File: src/rtl/axil_mmio_master_pkg.sv
// Shared types and constants for the AXI4-Lite MMIO master.
// The response decode lives here so the FSM and any checkers agree on what counts as an error.
package axil_mmio_master_pkg;

  typedef enum logic [2:0] {
    ST_IDLE         = 3'd0,
    ST_WR_ADDR_DATA = 3'd1,
    ST_WR_RESP      = 3'd2,
    ST_RD_ADDR      = 3'd3,
    ST_RD_DATA      = 3'd4,
    ST_RESP         = 3'd5
  } state_t;

  localparam logic [1:0] AXI_RESP_OKAY   = 2'b00;
  localparam logic [1:0] AXI_RESP_EXOKAY = 2'b01;
  localparam logic [1:0] AXI_RESP_SLVERR = 2'b10;
  localparam logic [1:0] AXI_RESP_DECERR = 2'b11;

  function automatic logic resp_is_err(input logic [1:0] resp);
    return (resp == AXI_RESP_SLVERR) || (resp == AXI_RESP_DECERR);
  endfunction

endpackage

File: src/rtl/axil_mmio_master_if.sv
// AXI4-Lite bus bundle between the MMIO master and the SoC fabric.
// Every channel uses strict valid/ready: a beat transfers on the rising edge where both are high,
// and a source never withdraws valid before that edge (timeout and reset excepted).
interface axil_mmio_master_if #(
  parameter int ADDR_W = 32,
  parameter int DATA_W = 32
);
  logic [ADDR_W-1:0]   awaddr;
  logic                awvalid;
  logic                awready;
  logic [DATA_W-1:0]   wdata;
  logic [DATA_W/8-1:0] wstrb;
  logic                wvalid;
  logic                wready;
  logic [1:0]          bresp;
  logic                bvalid;
  logic                bready;
  logic [ADDR_W-1:0]   araddr;
  logic                arvalid;
  logic                arready;
  logic [DATA_W-1:0]   rdata;
  logic [1:0]          rresp;
  logic                rvalid;
  logic                rready;

  modport master (
    output awaddr, awvalid, wdata, wstrb, wvalid, bready, araddr, arvalid, rready,
    input  awready, wready, bresp, bvalid, arready, rdata, rresp, rvalid
  );

  modport slave (
    input  awaddr, awvalid, wdata, wstrb, wvalid, bready, araddr, arvalid, rready,
    output awready, wready, bresp, bvalid, arready, rdata, rresp, rvalid
  );
endinterface

File: src/rtl/axil_mmio_master_timeout_ctr.sv
// Down-counter that pulses expire_o in the enabled cycle where the count reaches zero.
// TIMEOUT_CYC=0 removes the counter and never expires.
module axil_mmio_master_timeout_ctr #(
  parameter int TIMEOUT_CYC = 1024,
  parameter int TO_W        = 11
) (
  input  logic clk_i,
  input  logic rst_i,
  input  logic load_i,
  input  logic en_i,
  output logic expire_o
);

  generate
    if (TIMEOUT_CYC == 0) begin : g_no_timeout
      assign expire_o = 1'b0;
    end else begin : g_timeout
      logic [TO_W-1:0] cnt_q;

      always_ff @(posedge clk_i or posedge rst_i) begin
        if (rst_i) begin
          cnt_q <= '0;
        end else if (load_i) begin
          cnt_q <= TO_W'(TIMEOUT_CYC);
        end else if (en_i && (cnt_q != '0)) begin
          cnt_q <= cnt_q - TO_W'(1);
        end
      end

      assign expire_o = en_i && (cnt_q == TO_W'(1));
    end
  endgenerate

endmodule

File: src/rtl/axil_mmio_master.sv
// Single-outstanding AXI4-Lite master for the core's MMIO load/store port.
// All outputs come from flops; next values are decoded from next_state so nothing is combinational to the bus.
module axil_mmio_master
  import axil_mmio_master_pkg::*;
#(
  parameter int ADDR_W      = 32,
  parameter int DATA_W      = 32,
  parameter int TIMEOUT_CYC = 1024,
  parameter int TO_W        = 11
) (
  input  logic                clk_i,
  input  logic                rst_i,
  input  logic                req_valid_i,
  output logic                req_ready_o,
  input  logic                req_we_i,
  input  logic [ADDR_W-1:0]   req_addr_i,
  input  logic [DATA_W-1:0]   req_wdata_i,
  input  logic [DATA_W/8-1:0] req_be_i,
  output logic                resp_valid_o,
  output logic [DATA_W-1:0]   resp_rdata_o,
  output logic                resp_err_o,
  output logic                resp_to_o,
  output logic                busy_o,
  output state_t              state_o,
  axil_mmio_master_if.master  m_axi
);

  localparam int STRB_W = DATA_W / 8;

  state_t              state_q, next_state;
  logic [ADDR_W-1:0]   addr_q;
  logic [DATA_W-1:0]   wdata_q, resp_rdata_q, cap_rdata;
  logic [STRB_W-1:0]   strb_q;
  logic awvalid_q, wvalid_q, bready_q, arvalid_q, rready_q;
  logic req_ready_q, resp_valid_q, resp_err_q, resp_to_q, busy_q;
  logic accept, aw_done, w_done, timer_en, expire, to_hit, cap_err;

  assign accept   = (state_q == ST_IDLE) && req_ready_q && req_valid_i;
  assign aw_done  = !awvalid_q || m_axi.awready;
  assign w_done   = !wvalid_q || m_axi.wready;
  assign timer_en = (state_q != ST_IDLE) && (state_q != ST_RESP);

  axil_mmio_master_timeout_ctr #(
    .TIMEOUT_CYC (TIMEOUT_CYC),
    .TO_W        (TO_W)
  ) u_timeout (
    .clk_i    (clk_i),
    .rst_i    (rst_i),
    .load_i   (accept),
    .en_i     (timer_en),
    .expire_o (expire)
  );

  always_ff @(posedge clk_i or posedge rst_i) begin
    if (rst_i) state_q <= ST_IDLE;
    else       state_q <= next_state;
  end

  // A handshake that completes the current phase takes priority over an expiry in the same cycle.
  always_comb begin
    next_state = state_q;
    to_hit     = 1'b0;
    cap_err    = 1'b0;
    cap_rdata  = '0;
    case (state_q)
      ST_IDLE: begin
        if (accept) next_state = req_we_i ? ST_WR_ADDR_DATA : ST_RD_ADDR;
      end
      ST_WR_ADDR_DATA: begin
        if (aw_done && w_done) next_state = ST_WR_RESP;
        else if (expire) begin next_state = ST_RESP; to_hit = 1'b1; end
      end
      ST_WR_RESP: begin
        if (m_axi.bvalid) begin
          next_state = ST_RESP;
          cap_err    = resp_is_err(m_axi.bresp);
        end else if (expire) begin next_state = ST_RESP; to_hit = 1'b1; end
      end
      ST_RD_ADDR: begin
        if (m_axi.arready) next_state = ST_RD_DATA;
        else if (expire) begin next_state = ST_RESP; to_hit = 1'b1; end
      end
      ST_RD_DATA: begin
        if (m_axi.rvalid) begin
          next_state = ST_RESP;
          cap_err    = resp_is_err(m_axi.rresp);
          cap_rdata  = cap_err ? '0 : m_axi.rdata;
        end else if (expire) begin next_state = ST_RESP; to_hit = 1'b1; end
      end
      ST_RESP:  next_state = ST_IDLE;
      default:  next_state = ST_IDLE;
    endcase
  end

  always_ff @(posedge clk_i or posedge rst_i) begin
    if (rst_i) begin
      addr_q       <= '0;
      wdata_q      <= '0;
      strb_q       <= '0;
      awvalid_q    <= 1'b0;
      wvalid_q     <= 1'b0;
      bready_q     <= 1'b0;
      arvalid_q    <= 1'b0;
      rready_q     <= 1'b0;
      req_ready_q  <= 1'b0;
      resp_valid_q <= 1'b0;
      resp_err_q   <= 1'b0;
      resp_to_q    <= 1'b0;
      resp_rdata_q <= '0;
      busy_q       <= 1'b0;
    end else begin
      if (accept) begin
        addr_q  <= req_addr_i;
        wdata_q <= req_wdata_i;
        strb_q  <= req_be_i;
      end
      // AW and W each stay up until their own handshake, independently of the other.
      awvalid_q    <= (next_state == ST_WR_ADDR_DATA) &&
                      ((state_q == ST_IDLE) || (awvalid_q && !m_axi.awready));
      wvalid_q     <= (next_state == ST_WR_ADDR_DATA) &&
                      ((state_q == ST_IDLE) || (wvalid_q && !m_axi.wready));
      bready_q     <= (next_state == ST_WR_RESP);
      arvalid_q    <= (next_state == ST_RD_ADDR);
      rready_q     <= (next_state == ST_RD_DATA);
      req_ready_q  <= (next_state == ST_IDLE);
      busy_q       <= (next_state != ST_IDLE);
      resp_valid_q <= (next_state == ST_RESP);
      resp_err_q   <= (next_state == ST_RESP) && (cap_err || to_hit);
      resp_to_q    <= (next_state == ST_RESP) && to_hit;
      resp_rdata_q <= (next_state == ST_RESP) ? cap_rdata : '0;
    end
  end

  assign req_ready_o   = req_ready_q;
  assign resp_valid_o  = resp_valid_q;
  assign resp_rdata_o  = resp_rdata_q;
  assign resp_err_o    = resp_err_q;
  assign resp_to_o     = resp_to_q;
  assign busy_o        = busy_q;
  assign state_o       = state_q;
  assign m_axi.awaddr  = addr_q;
  assign m_axi.awvalid = awvalid_q;
  assign m_axi.wdata   = wdata_q;
  assign m_axi.wstrb   = strb_q;
  assign m_axi.wvalid  = wvalid_q;
  assign m_axi.bready  = bready_q;
  assign m_axi.araddr  = addr_q;
  assign m_axi.arvalid = arvalid_q;
  assign m_axi.rready  = rready_q;

endmodule
File: src/flat_wrapper.sv
// flat-port wrapper written by rule: the top's interface ports become plain ports
module axil_mmio_master_flat import axil_mmio_master_pkg::*;
#(
  parameter int ADDR_W      = 32,
  parameter int DATA_W      = 32,
  parameter int TIMEOUT_CYC = 1024,
  parameter int TO_W        = 11
)
  (clk_i, rst_i, req_valid_i, req_ready_o, req_we_i, req_addr_i, req_wdata_i, req_be_i, resp_valid_o, resp_rdata_o, resp_err_o, resp_to_o, busy_o, state_o, m_axi_awaddr, m_axi_awvalid, m_axi_wdata, m_axi_wstrb, m_axi_wvalid, m_axi_bready, m_axi_araddr, m_axi_arvalid, m_axi_rready, m_axi_awready, m_axi_wready, m_axi_bresp, m_axi_bvalid, m_axi_arready, m_axi_rdata, m_axi_rresp, m_axi_rvalid);
  axil_mmio_master_if #(.ADDR_W(ADDR_W), .DATA_W(DATA_W)) m_axi_i ();
  input  logic clk_i;
  input  logic rst_i;
  input  logic req_valid_i;
  output logic req_ready_o;
  input  logic req_we_i;
  input  logic [ADDR_W-1:0] req_addr_i;
  input  logic [DATA_W-1:0] req_wdata_i;
  input  logic [DATA_W/8-1:0] req_be_i;
  output logic resp_valid_o;
  output logic [DATA_W-1:0] resp_rdata_o;
  output logic resp_err_o;
  output logic resp_to_o;
  output logic busy_o;
  output state_t state_o;
  output wire logic [$bits(m_axi_i.awaddr)-1:0] m_axi_awaddr;
  output wire logic [$bits(m_axi_i.awvalid)-1:0] m_axi_awvalid;
  output wire logic [$bits(m_axi_i.wdata)-1:0] m_axi_wdata;
  output wire logic [$bits(m_axi_i.wstrb)-1:0] m_axi_wstrb;
  output wire logic [$bits(m_axi_i.wvalid)-1:0] m_axi_wvalid;
  output wire logic [$bits(m_axi_i.bready)-1:0] m_axi_bready;
  output wire logic [$bits(m_axi_i.araddr)-1:0] m_axi_araddr;
  output wire logic [$bits(m_axi_i.arvalid)-1:0] m_axi_arvalid;
  output wire logic [$bits(m_axi_i.rready)-1:0] m_axi_rready;
  input wire logic [$bits(m_axi_i.awready)-1:0] m_axi_awready;
  input wire logic [$bits(m_axi_i.wready)-1:0] m_axi_wready;
  input wire logic [$bits(m_axi_i.bresp)-1:0] m_axi_bresp;
  input wire logic [$bits(m_axi_i.bvalid)-1:0] m_axi_bvalid;
  input wire logic [$bits(m_axi_i.arready)-1:0] m_axi_arready;
  input wire logic [$bits(m_axi_i.rdata)-1:0] m_axi_rdata;
  input wire logic [$bits(m_axi_i.rresp)-1:0] m_axi_rresp;
  input wire logic [$bits(m_axi_i.rvalid)-1:0] m_axi_rvalid;
  assign m_axi_awaddr = m_axi_i.awaddr;
  assign m_axi_awvalid = m_axi_i.awvalid;
  assign m_axi_wdata = m_axi_i.wdata;
  assign m_axi_wstrb = m_axi_i.wstrb;
  assign m_axi_wvalid = m_axi_i.wvalid;
  assign m_axi_bready = m_axi_i.bready;
  assign m_axi_araddr = m_axi_i.araddr;
  assign m_axi_arvalid = m_axi_i.arvalid;
  assign m_axi_rready = m_axi_i.rready;
  assign m_axi_i.awready = m_axi_awready;
  assign m_axi_i.wready = m_axi_wready;
  assign m_axi_i.bresp = m_axi_bresp;
  assign m_axi_i.bvalid = m_axi_bvalid;
  assign m_axi_i.arready = m_axi_arready;
  assign m_axi_i.rdata = m_axi_rdata;
  assign m_axi_i.rresp = m_axi_rresp;
  assign m_axi_i.rvalid = m_axi_rvalid;
  axil_mmio_master #(.ADDR_W(ADDR_W), .DATA_W(DATA_W), .TIMEOUT_CYC(TIMEOUT_CYC), .TO_W(TO_W)) u_core (.clk_i(clk_i), .rst_i(rst_i), .req_valid_i(req_valid_i), .req_ready_o(req_ready_o), .req_we_i(req_we_i), .req_addr_i(req_addr_i), .req_wdata_i(req_wdata_i), .req_be_i(req_be_i), .resp_valid_o(resp_valid_o), .resp_rdata_o(resp_rdata_o), .resp_err_o(resp_err_o), .resp_to_o(resp_to_o), .busy_o(busy_o), .state_o(state_o), .m_axi(m_axi_i));
endmodule
File: config.mk
export PLATFORM = sky130hd
export DESIGN_NAME = axil_mmio_master_flat
export DESIGN_NICKNAME = d
export VERILOG_FILES = /design/src/rtl/axil_mmio_master_pkg.sv /design/src/rtl/axil_mmio_master_if.sv /design/src/rtl/axil_mmio_master_timeout_ctr.sv /design/src/rtl/axil_mmio_master.sv /design/src/flat_wrapper.sv
export SDC_FILE = /design/constraint.sdc
export NUM_CORES = 1
export LEC_CHECK = 0
export BUFFER_PORTS_ARGS = -buffer_cell sky130_fd_sc_hd__clkbuf_2
export CORE_MARGIN = 2
export CORE_UTILIZATION = 46
export CTS_CLUSTER_DIAMETER = 50
export DETAILED_ROUTE_END_ITERATION = 6
export GPL_TIMING_DRIVEN = 1
export PLACE_DENSITY = 0.8
export SYNTH_ARGS = -nofsm -noshare
export SYNTH_HDL_FRONTEND = slang
export SYNTH_HIERARCHICAL = 1
export SYNTH_SLANG_ARGS = --single-unit
export TNS_END_PERCENT = 5
File: constraint.sdc
create_clock -name clk_i -period 3.59 [get_ports clk_i]
set_input_delay 0.359 -clock clk_i [delete_from_list [all_inputs] [get_ports clk_i]]
set_output_delay 0.359 -clock clk_i [all_outputs]
set_load 0.1 [all_outputs]
# ---- After elaboration in Yosys (flattened, before gate mapping)
# Cells that the tools add are included.
dict set report word_totals {
  latch_bits 0
  mem_count 0
  inputBits 113
  out_inout_bits 145
  elab_cells 84
  mem_bits_rw 0
  rom_bits 0
  reg_bits 124
}
dict set report op_classes {
  div_mod_pow 0
  n_reduce_logical 29
  bitwise_logic 0
  order_cmp 0
  n_eq_ne 15
  muxes 23
  mul 0
  n_shift 0
  n_addsub 1
}
# op count
set op_table {}
lappend op_table {{$mux 32} 4}
lappend op_table {{$mux 11} 2}
lappend op_table {{$mux 3} 6}
lappend op_table {{$pmux 3 s5} 1}
lappend op_table {{$eq 3x2->1 const B} 4}
lappend op_table {{$logic_and 1x1->1} 12}
lappend op_table {{$eq 11x1->1 const B} 1}
lappend op_table {{$reduce_bool 11->1} 1}
lappend op_table {{$sub 11x1->11 const B} 1}
lappend op_table {{$eq 3x3->1 const B} 3}
lappend op_table {{$eq 2x2->1 const B} 4}
lappend op_table {{$logic_or 1x1->1} 7}
lappend op_table {{$mux 1} 7}
lappend op_table {{$eq 3x1->1 const B} 2}
lappend op_table {{$logic_not 3->1} 2}
lappend op_table {{$reduce_bool 3->1} 2}
lappend op_table {{$logic_not 1->1} 4}
lappend op_table {{$pmux 1 s4} 1}
lappend op_table {{$ne 3x3->1 const B} 1}
lappend op_table {{$mux 2} 1}
lappend op_table {{$pmux 1 s2} 1}
lappend op_table {{$reduce_bool 2->1} 1}

# ---- Depth between registers and ports, before layout
dict set report logic_depth {
  depth_word 8
  ltp_mapped 8
  mapped_depth_nobuf 7
}

# ---- Cells and area by module
# The synthesis kept the hierarchy.
# module area_per_inst_um2 n_inst seq_area_each_um2 cells_per_inst
set modules_own_cells {}
lappend modules_own_cells {axil_mmio_master 4523.1 1 2827.7 457}
lappend modules_own_cells {axil_mmio_master_timeout_ctr 661.9 1 275.3 69}

# ---- Worst setup path after synthesis
# OpenSTA, ideal clock, no wires.
dict set report synth_timing {
  path_type {reg2reg}
  startpoint {register u_core.state_q[2] (netlist: u_core/state_o[2])}
  endpoint {register u_core.busy_q (netlist: u_core/busy_o)}
  period_less_slack_ns 3.347
  arrival_time_ns 3.209
  setup_time_ns 0.139
  n_path_buf 1
  stages_incl_launch_ff 8
  slack_ns 0.243
  required_time_ns 3.451
  cell_sequence {dfrtp_1 buf_4 and2b_1 or3_2 and4_1 nand2b_1 a221o_1 or4b_1}
}
dict set report synth_between {
  elab_chain_cells 7
  elab_cells_between_ends 19
}
# element line_no
set synth_rtl {}
lappend synth_rtl {{start, declared} axil_mmio_master.sv:30} ;# state_t state_q, next_state;
lappend synth_rtl {{start signal, assigned} axil_mmio_master.sv:56} ;# else state_q <= next_state;
lappend synth_rtl {{$ne 3x3->1 or $reduce_bool 3->1 (tied branches)} axil_mmio_master.sv:41} ;# assign timer_en = (state_q != ST_IDLE) && (state_q != ST_RESP);
lappend synth_rtl {{$logic_and 1x1->1 (*)} axil_mmio_master.sv:41}
lappend synth_rtl {{net u_core.timer_en} axil_mmio_master.sv:36} ;# logic accept, aw_done, w_done, timer_en, expire, to_hit, cap_err;
lappend synth_rtl {{$logic_and 1x1->1 (*)} axil_mmio_master_timeout_ctr.sv:30} ;# assign expire_o = en_i && (cnt_q == TO_W'(1));
lappend synth_rtl {{net u_core.expire} axil_mmio_master.sv:36}
lappend synth_rtl {{$mux 3 (*)} --}
lappend synth_rtl {{$mux 3 (on tied branches)} --}
lappend synth_rtl {{$pmux 3 s5 (*)} axil_mmio_master.sv:65} ;# case (state_q)
lappend synth_rtl {{net u_core.next_state[2]} axil_mmio_master.sv:30}
lappend synth_rtl {{$reduce_bool 3->1 (*)} axil_mmio_master.sv:126} ;# busy_q <= (next_state != ST_IDLE);
lappend synth_rtl {{end signal, assigned} axil_mmio_master.sv:126}
lappend synth_rtl {{end, declared} axil_mmio_master.sv:35} ;# logic req_ready_q, resp_valid_q, resp_err_q, resp_to_q, busy_q;
# Mark *: on every way through the listed nets, which the timed path passes. The rest lies on a longest branch.
# A chain may end at the register's enable or synchronous reset.

# ---- Worst setup path in the final report
# Ends and elaborated chain as after synthesis.

==> qor.yml <==
status:
  status: "complete, no violations"
drt:
  drt-pass1-iter-count: 5
  viasPerCell: 4.80
  drtIter0Drc: 190
  drc: 0
  routed_wirelength_um: 12800
  routedWlPerCell_um: 14.2
  ant_nets: 0
  vias: 4338
critical_path:
  crit_required_ns: 3.85
  r2r-end: "u_core/busy_o$_DFF_PP0_"
  critPathSlowestCell: "dfrtp_1"
  slowest_delay_ns: 0.56
  start_kind: "register"
  crit_path_max_fanout: 13
  worst_ep_arrival_time_ns: 3.19
  worst-r2r-setup-slack_ns: 0.67
  reg2reg_from: "u_core/state_o[2]$_DFF_PP0_"
  worstRegToRegCells: 6
  end_kind: "register"
  crit_type: "reg2reg"
  path_cells: "and2b_1 > or3_2 > and4_1 > nand2b_1 > a221o_1 > or4b_1"
layout:
  fillers: 923
  final_common_cell: "clkbuf_2"
  n_antenna_cell: 0
  post-route-util: 0.639
  drive_gt1_frac: 0.404
  area_delta_synth_final_pct: 34.7
  fin_nets: 865
  final_cell_mix: "clkbuf_2, nand2_1, dfrtp_1, and2_1, clkbuf_16"
sta:
  period_share: 0.815
  tightest_slew_ns: 0.772
  max_freq_ghz: 0.342
  finalSetupViolCount: 0
  tns_ns: 0
  fin_ws_ns: 0.666
  rsz0062_at_grt: "no"
  slew_viol_final: 0
  skew_ns: 0.00819
  period_needed_ns: 2.92
  hold_viol: 0
  slew_headroom: 0.486
  hold_ws_ns: 0.147
synth:
  synthArstFlopShare: 1.00
  synth_cell_types: 56
  ys_warn_count: 6
  syn_area_um2: 5180
  synth-edff-count: 0
  syn_inst: 526
  synth_fp_nets: 641
  synthFlopType: "dfrtp_1"
  syn_avg_cell_area_um2: 9.86
  synth-seq-area-share: 0.598
  synth_seq_cells: 124
cts:
  cts_buffer_depth: 2
  cts_buffers: 17
  post-cts-setup-buffers: 0
  htree_num_levels: 4
  tritoncts: "built"
  clk_latency_ns: 0.40
  cts.sinks: 124
  clk_pin_slew_ns: 0.05
  cts-root-buf: "clkbuf_16"
floorplanning:
  die_w_um: 110
  io_pins: 258
  die_area_um2: 12100
  die_y_um: 110
  initial_core_util: 0.474
  core-area_um2: 10900
  rows: 38
placed_design:
  dp_hpwl_um: 9320
  pre_cts_slack_ns: 0.718
  gp_congestion: 0.833
  portBuffers: 255
min_path:
  min_delay_path_depth: 3
  min_from: "req_wdata_i[31]"
  hold_path.class: "in2reg"
  hold-path-endpoint: "u_core/m_axi.wdata[31]$_DFFE_PP0P_"
job:
  cap_violations: 0
grt:
  grt_pass1_wl_um: 19100
  grt_overflow: 0
  antenna_found_initial: 0
  grt_pass1_vias: 4121
  globalRouteTotalUtil: 0.210
  grt_max_degree: 76
==> critical path: cells and delay by family (launching register included) <==
family	cells	cell delay, ns
AOI/OAI and AO/OA	1	0.44
DFF	1	0.56
and+or+nand+nor	5	1.79
==> worst max path at each step <==
stage | end | slack [ns] | cells past startpoint | startpoint
global route | u_core/busy_o$_DFF_PP0_ | 0.55 | 6 | u_core/state_o[2]$_DFF_PP0_
global placement | u_core/busy_o$_DFF_PP0_ | 0.78 | 6 | u_core/state_o[2]$_DFF_PP0_
floorplan | u_core/busy_o$_DFF_PP0_ | 0.24 | 1 | rst_i
detailed placement | u_core/busy_o$_DFF_PP0_ | 0.72 | 6 | u_core/state_o[2]$_DFF_PP0_
finish | u_core/busy_o$_DFF_PP0_ | 0.67 | 6 | u_core/state_o[2]$_DFF_PP0_
CTS | u_core/busy_o$_DFF_PP0_ | 0.70 | 6 | u_core/state_o[2]$_DFF_PP0_
==> synth_stat cells (2+ instances only) <==
cell type  number  area (um^2)
nor4b_1         2         17.5
buf_4          35          263
inv_1           6         22.5
o21ai_0         4         20.0
buf_2           3         15.0
and2_1         32          200
nand3b_1        3         22.5
nand2b_1        2         12.5
nor4_1          3         18.8
ha_1            2         25.0
nor3_1          3         15.0
a21boi_0        2         15.0
dfrtp_1       124         3100
or3_1           9         56.3
nor2_1         13         48.8
nor3_2          2         20.0
nor2b_1         3         18.8
nand3_1         2         10.0
clkbuf_1       16         60.1
nand4b_1        3         26.3
a2111oi_1       2         20.0
mux2_1          2         22.5
a21oi_1         8         40.0
nor2b_4         2         27.5
nand2_1       212          796
==> state kept, by name, summed over array words and instances (netlist names) <==
register / count
u_core/m_axi.bready: 1
u_core/req_ready_o: 1
u_core/state_o: 3
u_core/m_axi.awvalid: 1
u_core/m_axi.arvalid: 1
u_core/m_axi.wdata: 32
u_core/resp_to_o: 1
u_core/busy_o: 1
u_core/m_axi.wvalid: 1
u_core/m_axi.rready: 1
u_core/m_axi.araddr: 32
u_core/resp_valid_o: 1
u_core/m_axi.wstrb: 4
u_core/resp_rdata_o: 32
u_core/resp_err_o: 1
u_core/u_timeout/g_timeout.cnt_q: 11
==> cells by family (layout without fill, tap and decap cells) <==
| family | count (synthesis) | after routing | synth area share |
|---|---|---|---|
| and+or+nand+nor | 306 | 306 | 0.273 |
| DFF | 124 | 124 | 0.598 |
| adders and majority gates | 2 | 2 | 0.00483 |
| muxes | 3 | 3 | 0.00651 |
| AOI/OAI and AO/OA | 28 | 28 | 0.0432 |
| xor gates and xnor gates | 1 | 1 | 0.00169 |
| buffers and inverters | 62 | 299 | 0.0724 |
==> per-layer routing <==
metal | part of all wire | global-route usage
met1 | 0.39 | 0.226
met2 | 0.52 | 0.371
met3 | 0.078 | 0.0717
met4 | 0.014 | 0.0955
met5 | 0 | 0
==> through the flow <==
step           std cells  area [um^2]
2_1_floorplan        526         5180
3_3_place_gp         870         6340
3_5_place_dp         870         6340
4_1_cts              903         6990
5_1_grt              903         6990
6_report             903         6990
==> what timing repair did <==
item                                   CTS  global route
endpoints found under the hold margin   11             0
hold buffers                             1             0
gates resized for setup                  0             0
==> final cells by class <==
cell class / count / area (um^2) / area share
Sequential cell: 124 / 3100 / 0.444
Clock buffer: 23 / 498 / 0.0713
Inverter: 7 / 28.8 / 0.00412
Clock inverter: 9 / 134 / 0.0192
Multi-Input combinational cell: 340 / 1720 / 0.246
Tap cell: 140 / 175 / 0.0251
Timing Repair Buffer: 260 / 1330 / 0.190
Power is not shown: default switching activity piles up to over one toggle a cycle in this logic, so the estimate is an artifact.
